<file path="src/rtl/btn_debounce.sv">
// btn_debounce: synchronises and debounces the raw board pushbutton.
// Outputs are a clean level and one-cycle press and release strobes.
// Optional long-press strobe, built in only when the macro BTN_LONGPRESS_EN
// is defined; otherwise long_pulse is tied low. The port list is the same
// in both builds.
`timescale 1ns/1ps

module btn_debounce #(
  parameter int SYNC_STAGES     = 2,
  parameter int DEBOUNCE_CYCLES = 2_000_000,
  parameter int LONG_CYCLES     = 100_000_000
) (
  input  logic clk,
  input  logic rst_n,
  input  logic btn_raw,
  output logic btn_level,
  output logic press_pulse,
  output logic release_pulse,
  output logic long_pulse
);

  localparam bit PARAMS_OK = (SYNC_STAGES >= 2) && (DEBOUNCE_CYCLES >= 2) &&
                             (LONG_CYCLES >= 2);

  localparam int              CNT_W    = $clog2(DEBOUNCE_CYCLES);
  localparam logic [CNT_W-1:0] CNT_LAST = CNT_W'(DEBOUNCE_CYCLES - 1);

  // Refuse to build with parameter values the counters cannot represent.
  generate
    if (!PARAMS_OK) begin : g_param_check
      $error("btn_debounce: SYNC_STAGES, DEBOUNCE_CYCLES and LONG_CYCLES must all be >= 2");
    end
  endgenerate

  // Debounce counter step; the caller guarantees the value is below CNT_LAST,
  // so the increment can never wrap.
  function automatic logic [CNT_W-1:0] cnt_inc(input logic [CNT_W-1:0] v);
    return v + CNT_W'(1);
  endfunction

  // ---- Stage p0: input synchroniser -------------------------------------
  logic [SYNC_STAGES-1:0] sync_p0;
  logic                   sync_out;

  // Shift the asynchronous button through the synchroniser chain.
  always_ff @(posedge clk or negedge rst_n) begin
    if (!rst_n) begin
      sync_p0 <= '0;
    end else begin
      sync_p0 <= {sync_p0[SYNC_STAGES-2:0], btn_raw};
    end
  end

  assign sync_out = sync_p0[SYNC_STAGES-1];

  // ---- Stage p1: debounce counter, level and edge strobes ---------------
  logic [CNT_W-1:0] cnt_p1;
  logic [CNT_W-1:0] cnt_nxt;
  logic             level_nxt;
  logic             press_nxt;
  logic             release_nxt;

  // Count consecutive disagreeing cycles; restart on every agreement, and
  // flip the level once the disagreement has lasted the full interval.
  always_comb begin
    cnt_nxt     = '0;
    level_nxt   = btn_level;
    press_nxt   = 1'b0;
    release_nxt = 1'b0;
    if (sync_out != btn_level) begin
      if (cnt_p1 == CNT_LAST) begin
        level_nxt   = sync_out;
        press_nxt   = sync_out;
        release_nxt = ~sync_out;
      end else begin
        cnt_nxt = cnt_inc(cnt_p1);
      end
    end
  end

  // Register the counter, level and strobes; strobes line up with the new level.
  always_ff @(posedge clk or negedge rst_n) begin
    if (!rst_n) begin
      cnt_p1        <= '0;
      btn_level     <= 1'b0;
      press_pulse   <= 1'b0;
      release_pulse <= 1'b0;
    end else begin
      cnt_p1        <= cnt_nxt;
      btn_level     <= level_nxt;
      press_pulse   <= press_nxt;
      release_pulse <= release_nxt;
    end
  end

`ifdef BTN_LONGPRESS_EN
  // ---- Stage p2: long-press hold timer ----------------------------------
  localparam int               HOLD_W    = $clog2(LONG_CYCLES);
  localparam logic [HOLD_W-1:0] HOLD_LAST = HOLD_W'(LONG_CYCLES - 1);

  logic [HOLD_W-1:0] hold_p2;
  logic [HOLD_W-1:0] hold_nxt;
  logic              done_p2;
  logic              done_nxt;
  logic              long_nxt;

  // Time the hold while the level is high; fire once, then park until release.
  always_comb begin
    hold_nxt = '0;
    done_nxt = 1'b0;
    long_nxt = 1'b0;
    if (btn_level) begin
      hold_nxt = hold_p2;
      done_nxt = done_p2;
      if (!done_p2) begin
        if (hold_p2 == HOLD_LAST) begin
          done_nxt = 1'b1;
          long_nxt = 1'b1;
        end else begin
          hold_nxt = hold_p2 + HOLD_W'(1);
        end
      end
    end
  end

  // Register the hold timer, its one-shot flag and the long-press strobe.
  always_ff @(posedge clk or negedge rst_n) begin
    if (!rst_n) begin
      hold_p2    <= '0;
      done_p2    <= 1'b0;
      long_pulse <= 1'b0;
    end else begin
      hold_p2    <= hold_nxt;
      done_p2    <= done_nxt;
      long_pulse <= long_nxt;
    end
  end
`else
  assign long_pulse = 1'b0;
`endif

endmodule

</file>
<file path="config.mk">
export PLATFORM = sky130hd
export DESIGN_NAME = btn_debounce
export DESIGN_NICKNAME = d
export VERILOG_FILES = /design/src/rtl/btn_debounce.sv
export SDC_FILE = /design/constraint.sdc
export NUM_CORES = 1
export LEC_CHECK = 0
export CELL_PAD_IN_SITES_DETAIL_PLACEMENT = 0
export CELL_PAD_IN_SITES_GLOBAL_PLACEMENT = 1
export CORE_ASPECT_RATIO = 0.75
export CORE_UTILIZATION = 41
export DETAILED_ROUTE_END_ITERATION = 8
export PLACE_DENSITY_LB_ADDON = 0.08
export SETUP_SLACK_MARGIN = 0.1
export SYNTH_ARGS = -nofsm -noshare
export SYNTH_HDL_FRONTEND = slang
export SYNTH_SLANG_ARGS = --single-unit
</file>
<file path="constraint.sdc">
create_clock -name clk -period 1.9 [get_ports clk]
set_clock_uncertainty 0.1 [all_clocks]
set_input_delay 0.38 -clock clk [delete_from_list [all_inputs] [get_ports clk]]
set_output_delay 0.38 -clock clk [all_outputs]
set_load 0.05 [all_outputs]
</file>
# --- After elaboration in Yosys (flattened, before gate mapping) ---
# Index checks and enable logic that the tools add are counted.
word_totals:
  ff_bits: 26
  latchBits: 0
  ram_bits: 0
  romBits: 0
  input_bits: 3
  out_inout_bits: 4
  mem_count: 0
classes:
  n_addsub: 1
  multipliers: 0
  div_mod_pow: 0
  order_cmp: 0
  eq_ne: 2
  shifts: 0
  n_mux: 6
  bitwise_logic: 1
  n_reduce_logical: 1
ops:
  columns: ["operator", "count"]
  rows:
  - ["$mux W21", 2]
  - ["$add A21 B1 Y21 const B", 1]
  - ["$eq A21 B21 Y1 const B", 1]
  - ["$mux W1", 4]
  - ["$reduce_and A2 Y1", 1]
  - ["$ne A1 B1 Y1", 1]
  - ["$not A1 Y1", 1]

# --- Logic depth before layout (Yosys ltp) ---
# Gate-level depths: netlist of run 1.
logic_depth:
  word_depth: 3
  mapped_depth: 6
  ltp_nobuf: 5

# --- Least setup slack after synthesis of run 1 ---
# No wires, ideal clock.
synth_path:
  path_type: "register -> register"
  startpoint: "register cnt_p1[0]"
  endpoint: "register btn_level"
  setup_time_ns: 0.125
  arrival_time_ns: 1.801
  required_ns: 1.675
  slack_ns: -0.126
  stages_incl_launch_ff: 6
  path_buffers: 0
  period_less_slack_ns: 2.026
  path_cell_list: "dfrtp_1 > ha_1 > and4_4 > nand4_2 > or4_4 > mux2_4"
synth_between:
  elab_chain_cells: 2
synth_rtl:
  columns: ["element", "line_no", "rtl"]
  rows:
  - ["start: declaration", "57", "logic [CNT_W-1:0] cnt_p1;"]
  - ["start signal: assignment", "89", "cnt_p1 <= cnt_nxt;"]
  - ["$eq A21 B21 Y1", "71", "if (cnt_p1 == CNT_LAST) begin"]
  - ["$reduce_and A2 Y1 (no line)", null, null]
  - ["end signal: assignment", "90", "btn_level <= level_nxt;"]
  - ["end: declaration", "16", "output logic btn_level,"]
# Every way passes these cells.
# A chain may end at the register's enable or synchronous reset.

# --- Worst setup path in the final report of run 1 ---
layout_path:
  startpoint: "register cnt_p1[7]"
  endpoint: "register btn_level"
# Same word-level chain as after synthesis.

==> impl_metrics.sql, run 1 <==
INSERT INTO impl_metrics (metric_group, metric, value, unit) VALUES
('die', 'num_io_pins', '7', ''),
('synthesis', 'yosys.cell_types.count', '36', ''),
('synthesis', 'synth_fp_nets', '128', ''),
('final_layout', 'ratio_of_cells_with_drive_above_1_in_the_final_layout', '33.12', '%'),
('detailed_routing', 'antenna_violating_nets_post_route', '0', ''),
('cts', 'cts.hold.buffers_added', '0', ''),
('sta', 'period_share', '100.4', '%'),
('power', 'total_leakage_power', '0.7529', 'nW'),
('worst_setup_path', 'r2r_slack', '-0.007', 'ns'),
('synthesis', 'netlist.top_cell.by_area', 'sky130_fd_sc_hd__dfrtp_1', ''),
('grt', 'pin_count_of_the_biggest_net_entering_global_routing', '27', ''),
('die', 'chipHeight', '50.91', 'um'),
('power', 'power.density_cell_area', '640.6', 'nW/um2'),
('grt', 'number_of_global_route_vias_before_repair', '1040', ''),
('grt', 'grt_pass1_wl', '4.981', 'mm'),
('grt', 'grt_overflow_total', '0', ''),
('cts', 'ctsLongestPathBuffers', '2', ''),
('synthesis', 'synthArstFlopShare', '100.0', '%'),
('place', 'port_buffers', '5', ''),
('synthesis', 'synth-seq-cells', '26', ''),
('die', 'floorplan.rows', '17', ''),
('detailed_routing', 'route.final.wire_length', '2.868', 'mm'),
('synthesis', 'synth_top_cells_by_area', 'sky130_fd_sc_hd__dfrtp_1 (50%), sky130_fd_sc_hd__xnor2_1 (4.0%), sky130_fd_sc_hd__xor2_1 (4.0%)', ''),
('power', 'vdd_ir_drop_max', '0.0004751', 'V'),
('detailed_routing', 'drc', '0', ''),
('cts', 'numCtsBuffers', '3', ''),
('worst_setup_path', 'critical_path.reg2reg.startpoint', 'cnt_p1[7]', ''),
('worst_setup_path', 'critPathTopFamily', 'simple AND/OR/NAND/NOR gates', ''),
('final_layout', 'layout.nets', '162', ''),
('worst_setup_path', 'worstPathMaxFanout', '6', ''),
('place', 'placed_cell_area', '1546', 'um2'),
('sta', 'finalWorstPathRequiredPeriod', '1.907', 'ns'),
('sta', 'setup_viol', '1', ''),
('final_layout', 'syn2layout_area_growth', '31.58', '%'),
('synthesis', 'yosys_most_used_dff', 'sky130_fd_sc_hd__dfrtp_1', ''),
('hold_path', 'timing.hold.worst.class', 'reg -> reg', ''),
('worst_setup_path', 'setup.worst_path.start_class', 'flop', ''),
('cts', 'cts_tree', 'yes', ''),
('worst_setup_path', 'timing.reg2reg.worst_path_depth', '4', ''),
('synthesis', 'syn_area', '1308', 'um2'),
('grt', 'antenna_found_initial', '0', ''),
('worst_setup_path', 'slowest_stage', 'sky130_fd_sc_hd__or4_4', ''),
('final_layout', 'stdcell_area', '1720', 'um2'),
('run', 'max_cap_viol_count', '0', ''),
('die', 'die_area', '3421', 'um2'),
('sta', 'maxClockFrequency', '524.4', 'MHz'),
('synthesis', 'synth_enable_flop_cells', '0', ''),
('sta', 'fin_ws', '-0.006849', 'ns'),
('worst_setup_path', 'critical_path_buffers_and_inverters', '0', ''),
('synthesis', 'seq_area_frac_synth', '49.76', '%'),
('detailed_routing', 'route.vias.total', '1043', ''),
('worst_setup_path', 'critical_path.max_stage_delay', '0.48', 'ns'),
('die', 'initial_utilization', '43.91', '%'),
('place', 'place.detailed.hpwl', '1.998', 'mm'),
('cts', 'numClockSinks', '26', ''),
('hold_path', 'min-delay-start', 'sync_p0[0]', ''),
('final_layout', 'antenna_cells', '0', ''),
('die', 'core_area', '2978', 'um2'),
('worst_setup_path', 'path_cells', 'nor4b_4 -> nand4_4 -> or4_4 -> mux2_4', ''),
('status', 'violations', 'negative setup slack', ''),
('worst_setup_path', 'end_kind', 'flop', ''),
('worst_setup_path', 'worst-setup-path-type', 'reg -> reg', ''),
('cts', 'clock_insertion_delay_worst_skew', '0.28', 'ns'),
('detailed_routing', 'routed_via_density', '5.349', ''),
('worst_setup_path', 'cp.arrival', '1.98', 'ns'),
('synthesis', 'synth_top_area_share', '49.76', '%'),
('synthesis', 'yosysWarningCount', '0', ''),
('synthesis', 'postSynthAreaPerCell', '10.54', 'um2'),
('cts', 'clk_pin_slew', '0.09', 'ns'),
('grt', 'global_route.usage.total', '20.30', '%'),
('status', 'outcome', 'complete, but fails checks', '');
final cells by class:
cell class / count / area [um2]
Multi-Input combinational cell: 93 / 680.7
Clock buffer: 3 / 41.29
Fill cell: 260 / 1257
Clock inverter: 1 / 30.03
Inverter: 2 / 7.507
Tap cell: 38 / 47.55
Sequential cell: 26 / 651.9
Timing Repair Buffer: 32 / 261.5
report_power, final:
group | leakage [nW] | internal (mW) | switching, mW
sequential | 0.355 | 0.560 | 0.00522
combinational | 0.363 | 0.0318 | 0.0368
clock | 0.0357 | 0.282 | 0.186
logic make-up after synthesis:
kind of cell             count (synthesis)  synth area share, %
AO/OA/AOI/OAI                           17                8.421
XOR/XNOR                                12                8.038
adder cells (fa/ha/maj)                  1               0.9568
buffers and inverters                    5                2.009
flip-flops                              26                49.76
multiplexers                             1                1.148
other                                    1               0.2868
AND/OR/NAND/NOR                         61                29.38
placed cells by master (no fill, tap or decap), drive strengths merged, types with 2 or more instances in the layout:
master	netlist	routed
a21oi	8	8
and2	4	4
and3	3	3
and4	4	4
buf	2	30
clkbuf	1	3
clkdlybuf4s50	0	2
dfrtp	26	26
inv	2	2
nand2	7	7
nand3	8	8
nand4	6	6
nor2	13	13
nor3b	2	2
nor4b	2	2
o21ai	7	7
or3	5	5
or4	2	2
xnor2	6	6
xor2	6	6
Yosys cell counts (2+ instances only):
library cell,count
sky130_fd_sc_hd__xor2_1,6
sky130_fd_sc_hd__or3_1,5
sky130_fd_sc_hd__nand3_1,8
sky130_fd_sc_hd__xnor2_1,6
sky130_fd_sc_hd__nor3b_1,2
sky130_fd_sc_hd__o21ai_0,7
sky130_fd_sc_hd__and4_1,2
sky130_fd_sc_hd__buf_4,2
sky130_fd_sc_hd__and2_1,3
sky130_fd_sc_hd__dfrtp_1,26
sky130_fd_sc_hd__nand2_1,7
sky130_fd_sc_hd__inv_1,2
sky130_fd_sc_hd__and3_1,2
sky130_fd_sc_hd__nor2_1,13
sky130_fd_sc_hd__nand4_1,5
sky130_fd_sc_hd__a21oi_1,8
layer usage:
metal	up-vias	wire length, um	track usage (%)	share of wire [%]
met5	-	0	0	0
met4	0	56	6.738	2.0
met2	15	1258	28.17	44
li1	512	-	-	-
met3	10	83	6.473	2.9
met1	506	1470	29.45	51
sequential cells by signal, summed over array words and instances (netlist names):
register and count:
cnt_p1 21, sync_p0 2, btn_level 1, press_pulse 1, release_pulse 1
worst max path at each step:
stage                from          to  slack, ns  cells after the start
3_3_place_gp    cnt_p1[7]   btn_level       0.04                      4
3_5_place_dp    cnt_p1[7]   btn_level       0.02                      4
6_report        cnt_p1[7]   btn_level     -0.007                      4
4_1_cts        cnt_p1[13]   btn_level      0.005                      4
5_1_grt         cnt_p1[1]  cnt_p1[18]      -0.06                      5
2_1_floorplan   cnt_p1[0]   btn_level       0.03                      5
per-stage QoR:
stage               total power, mW  utilization (%)  setup TNS (ns)  hold WS [ns]  cells
CTS                           1.108            55.88               0        0.2598    192
detailed placement           0.6379            51.93               0        0.2441    182
finish                        1.102            57.77       -0.006849        0.2566    195
floorplan                    0.6025                -               0      -0.01559    124
global placement             0.6382            51.93               0        0.2400    182
global route                  1.147            57.77         -0.1471        0.2737    195
what timing repair did:
item	CTS	global route
resized for setup	1	8
endpoints found under the setup margin	4	9
buffers inserted	6	4
pin swaps	3	9
Note: power is estimated with default switching activity, not from simulation.
==> run 2: changes to the inputs <==
--- a/config.mk
+++ b/config.mk
@@ -5,7 +5,7 @@
 export SDC_FILE = /design/constraint.sdc
 export NUM_CORES = 1
 export LEC_CHECK = 0
-export CELL_PAD_IN_SITES_DETAIL_PLACEMENT = 0
+export CELL_PAD_IN_SITES_DETAIL_PLACEMENT = 1
 export CELL_PAD_IN_SITES_GLOBAL_PLACEMENT = 1
 export CORE_ASPECT_RATIO = 0.75
 export CORE_UTILIZATION = 41
==> run 2 against run 1 <==
  * The flow now finishes without violations
  * Design area is 2.4% lower
  * Largest power group unchanged
  * Die area stayed put
  * Global-route usage up 1.4 points
  * Non-clock buffer count decreased by 4
  * Sequential power about the same
  * Setup slack better by 0.038 ns
  * First-iteration DRC count rose by 15%
  * Power is 1.3% lower
  * Final cell count is 2.1% lower
  * Register-to-register slack better by 0.04 ns
==> impl_metrics.sql, run 2 (synthesized netlist as in run 1, its figures left out) <==
INSERT INTO impl_metrics (metric_group, metric, value, unit) VALUES
('cts', 'numClockSinks', '26', ''),
('die', 'num_io_pins', '7', ''),
('final_layout', 'largest_reg_flops', '21', ''),
('sta', 'maxClockFrequency', '535.1', 'MHz'),
('sta', 'finalWorstPathRequiredPeriod', '1.869', 'ns'),
('worst_setup_path', 'slowest_stage', 'sky130_fd_sc_hd__or4_4', ''),
('worst_setup_path', 'setup.worst_path.start_class', 'flop', ''),
('grt', 'global_route.usage.total', '21.71', '%'),
('worst_setup_path', 'timing.critical_path.required', '1.96', 'ns'),
('detailed_routing', 'routed_via_density', '5.419', ''),
('die', 'core_area', '2978', 'um2'),
('final_layout', 'final_cell_mix', 'sky130_fd_sc_hd__dfrtp_1 (25), sky130_fd_sc_hd__buf_4 (25), sky130_fd_sc_hd__nor2_1 (13)', ''),
('cts', 'numCtsBuffers', '3', ''),
('status', 'outcome', 'complete, no violations', ''),
('sta', 'finalHoldViolCount', '0', ''),
('detailed_routing', 'post_drt_wl_per_cell', '16.87', 'um'),
('die', 'die_area', '3421', 'um2'),
('final_layout', 'largest-register', 'cnt_p1', ''),
('place', 'placed_cell_area', '1546', 'um2'),
('place', 'port_buffers', '5', ''),
('detailed_routing', 'antenna_violating_nets_post_route', '0', ''),
('worst_setup_path', 'end_kind', 'flop', ''),
('hold_path', 'timing.hold.worst.class', 'reg -> reg', ''),
('run', 'max_cap_viol_count', '0', ''),
('power', 'vdd_ir_drop_max', '0.0004088', 'V'),
('place', 'gp_routability_congestion', '0.7904', ''),
('final_layout', 'antenna_cells', '0', ''),
('die', 'floorplan.rows', '17', ''),
('detailed_routing', 'route.final.wire_length', '3.223', 'mm'),
('die', 'die-width', '67.21', 'um'),
('cts', 'cts_tree', 'yes', ''),
('grt', 'antenna_found_initial', '0', ''),
('grt', 'grt_overflow_total', '0', ''),
('cts', 'clk_pin_slew', '0.09', 'ns'),
('sta', 'fin_ws', '0.03127', 'ns'),
('grt', 'number_of_global_route_vias_before_repair', '1099', ''),
('place', 'place.detailed.hpwl', '2.332', 'mm'),
('power', 'total_leakage_power', '0.7289', 'nW'),
('final_layout', 'ratio_of_cells_with_drive_above_1_in_the_final_layout', '30.72', '%'),
('sta', 'finalMaxSlewViolations', '0', ''),
('sta', 'grt_setup_unrepaired', 'true', ''),
('detailed_routing', 'drtIter0Drc', '61', ''),
('worst_setup_path', 'worst-setup-path-type', 'reg -> reg', ''),
('worst_setup_path', 'worstPathMaxFanout', '4', ''),
('cts', 'ctsLongestPathBuffers', '2', ''),
('die', 'chipHeight', '50.91', 'um'),
('cts', 'htreeDepth', '1', ''),
('detailed_routing', 'route.vias.total', '1035', ''),
('final_layout', 'stdcell_area', '1679', 'um2'),
('cts', 'clock_insertion_delay_worst_skew', '0.27', 'ns'),
('grt', 'grt_pass1_wl', '5.437', 'mm'),
('final_layout', 'syn2layout_area_growth', '28.42', '%'),
('place', 'preCtsSetupSlack', '0.008086', 'ns'),
('worst_setup_path', 'path_cells', 'nor4b_4 -> nand4_4 -> or4_4 -> mux2_4', ''),
('die', 'initial_utilization', '43.91', '%'),
('sta', 'totalNegativeSetupSlack', '0', 'ns'),
('worst_setup_path', 'cp.arrival', '1.93', 'ns'),
('sta', 'period_share', '98.35', '%'),
('grt', 'pin_count_of_the_biggest_net_entering_global_routing', '27', ''),
('sta', 'setup_viol', '0', ''),
('final_layout', 'reg.largest.list', 'cnt_p1 (21), sync_p0 (2)', ''),
('detailed_routing', 'drc', '0', ''),
('power', 'power.density_cell_area', '647.8', 'nW/um2'),
('detailed_routing', 'drt_first_pass_iters', '4', ''),
('cts', 'clock_tree.root_cell', 'sky130_fd_sc_hd__clkbuf_8', ''),
('final_layout', 'layout.nets', '158', ''),
('worst_setup_path', 'critical_path.max_stage_delay', '0.47', 'ns');
## run 2: changes by cell type in the layout (fill, tap and decap cells not counted), sizes merged
cell  before  now
buf       30   26
## run 2: critical path: cells and delay by family, from the launching register on
kind / cells / cell delay, ns
DFF: 1 / 0.42
and+or+nand+nor: 3 / 0.93
muxes: 1 / 0.31
## run 2: path summary, 6_finish.rpt
kind	from	to	slack [ns]	depth (start not counted)
max in group asynchronous	rst_n	cnt_p1[7]	1.07	2
hold / removal	sync_p0[0]	sync_p0[1]	0.27	0
setup reg to reg	cnt_p1[9]	btn_level	0.03	4
min in group asynchronous	rst_n	cnt_p1[17]	0.37	2
hold reg to reg	sync_p0[0]	sync_p0[1]	0.27	0
setup / recovery	cnt_p1[9]	btn_level	0.03	4
## run 2: cell type report
class,instances,area [um2]
clock buffers,3,41.29
clock inverters,1,30.03
inverters,2,7.507
fillers,325,1299
multi-input cells,93,673.1
well taps,38,47.55
repair buffers,28,227.7
flip-flops and latches,26,651.9
## run 2: power by group
group	switching, mW	total, mW	internal, mW
logic	0.0357	0.0614	0.0256
clock network	0.179	0.461	0.282
registers	0.00522	0.565	0.560
## run 2: stage by stage
step	total power, mW	hold WS [ns]	instances	util [%]
CTS	1.103	0.2715	190	55.34
global placement	0.6382	0.2400	182	51.93
detailed placement	0.6388	0.2477	182	51.93
finish	1.088	0.2661	191	56.39
global route	1.132	0.2896	191	56.39
floorplan	0.6025	-0.01559	124	-
## run 2: repair_timing
| item | in CTS | in global routing |
|---|---|---|
| cloned | 0 | 0 |
| gates resized for setup | 0 | 6 |
| buffers inserted | 4 | 2 |
| setup endpoints to repair | 6 | 22 |
| pin swaps | 2 | 3 |
| hold buffers | 0 | 0 |
## run 2: metal layers
metal / part of all wire [%] / routed length, um / track usage, % / up-vias
met5: 0 / 0 / 0 / -
met4: 0.93 / 30 / 5.674 / 0
met3: 2.5 / 81 / 3.571 / 4
met2: 48 / 1547 / 32.67 / 15
met1: 49 / 1564 / 31.97 / 517
li1: - / - / - / 499
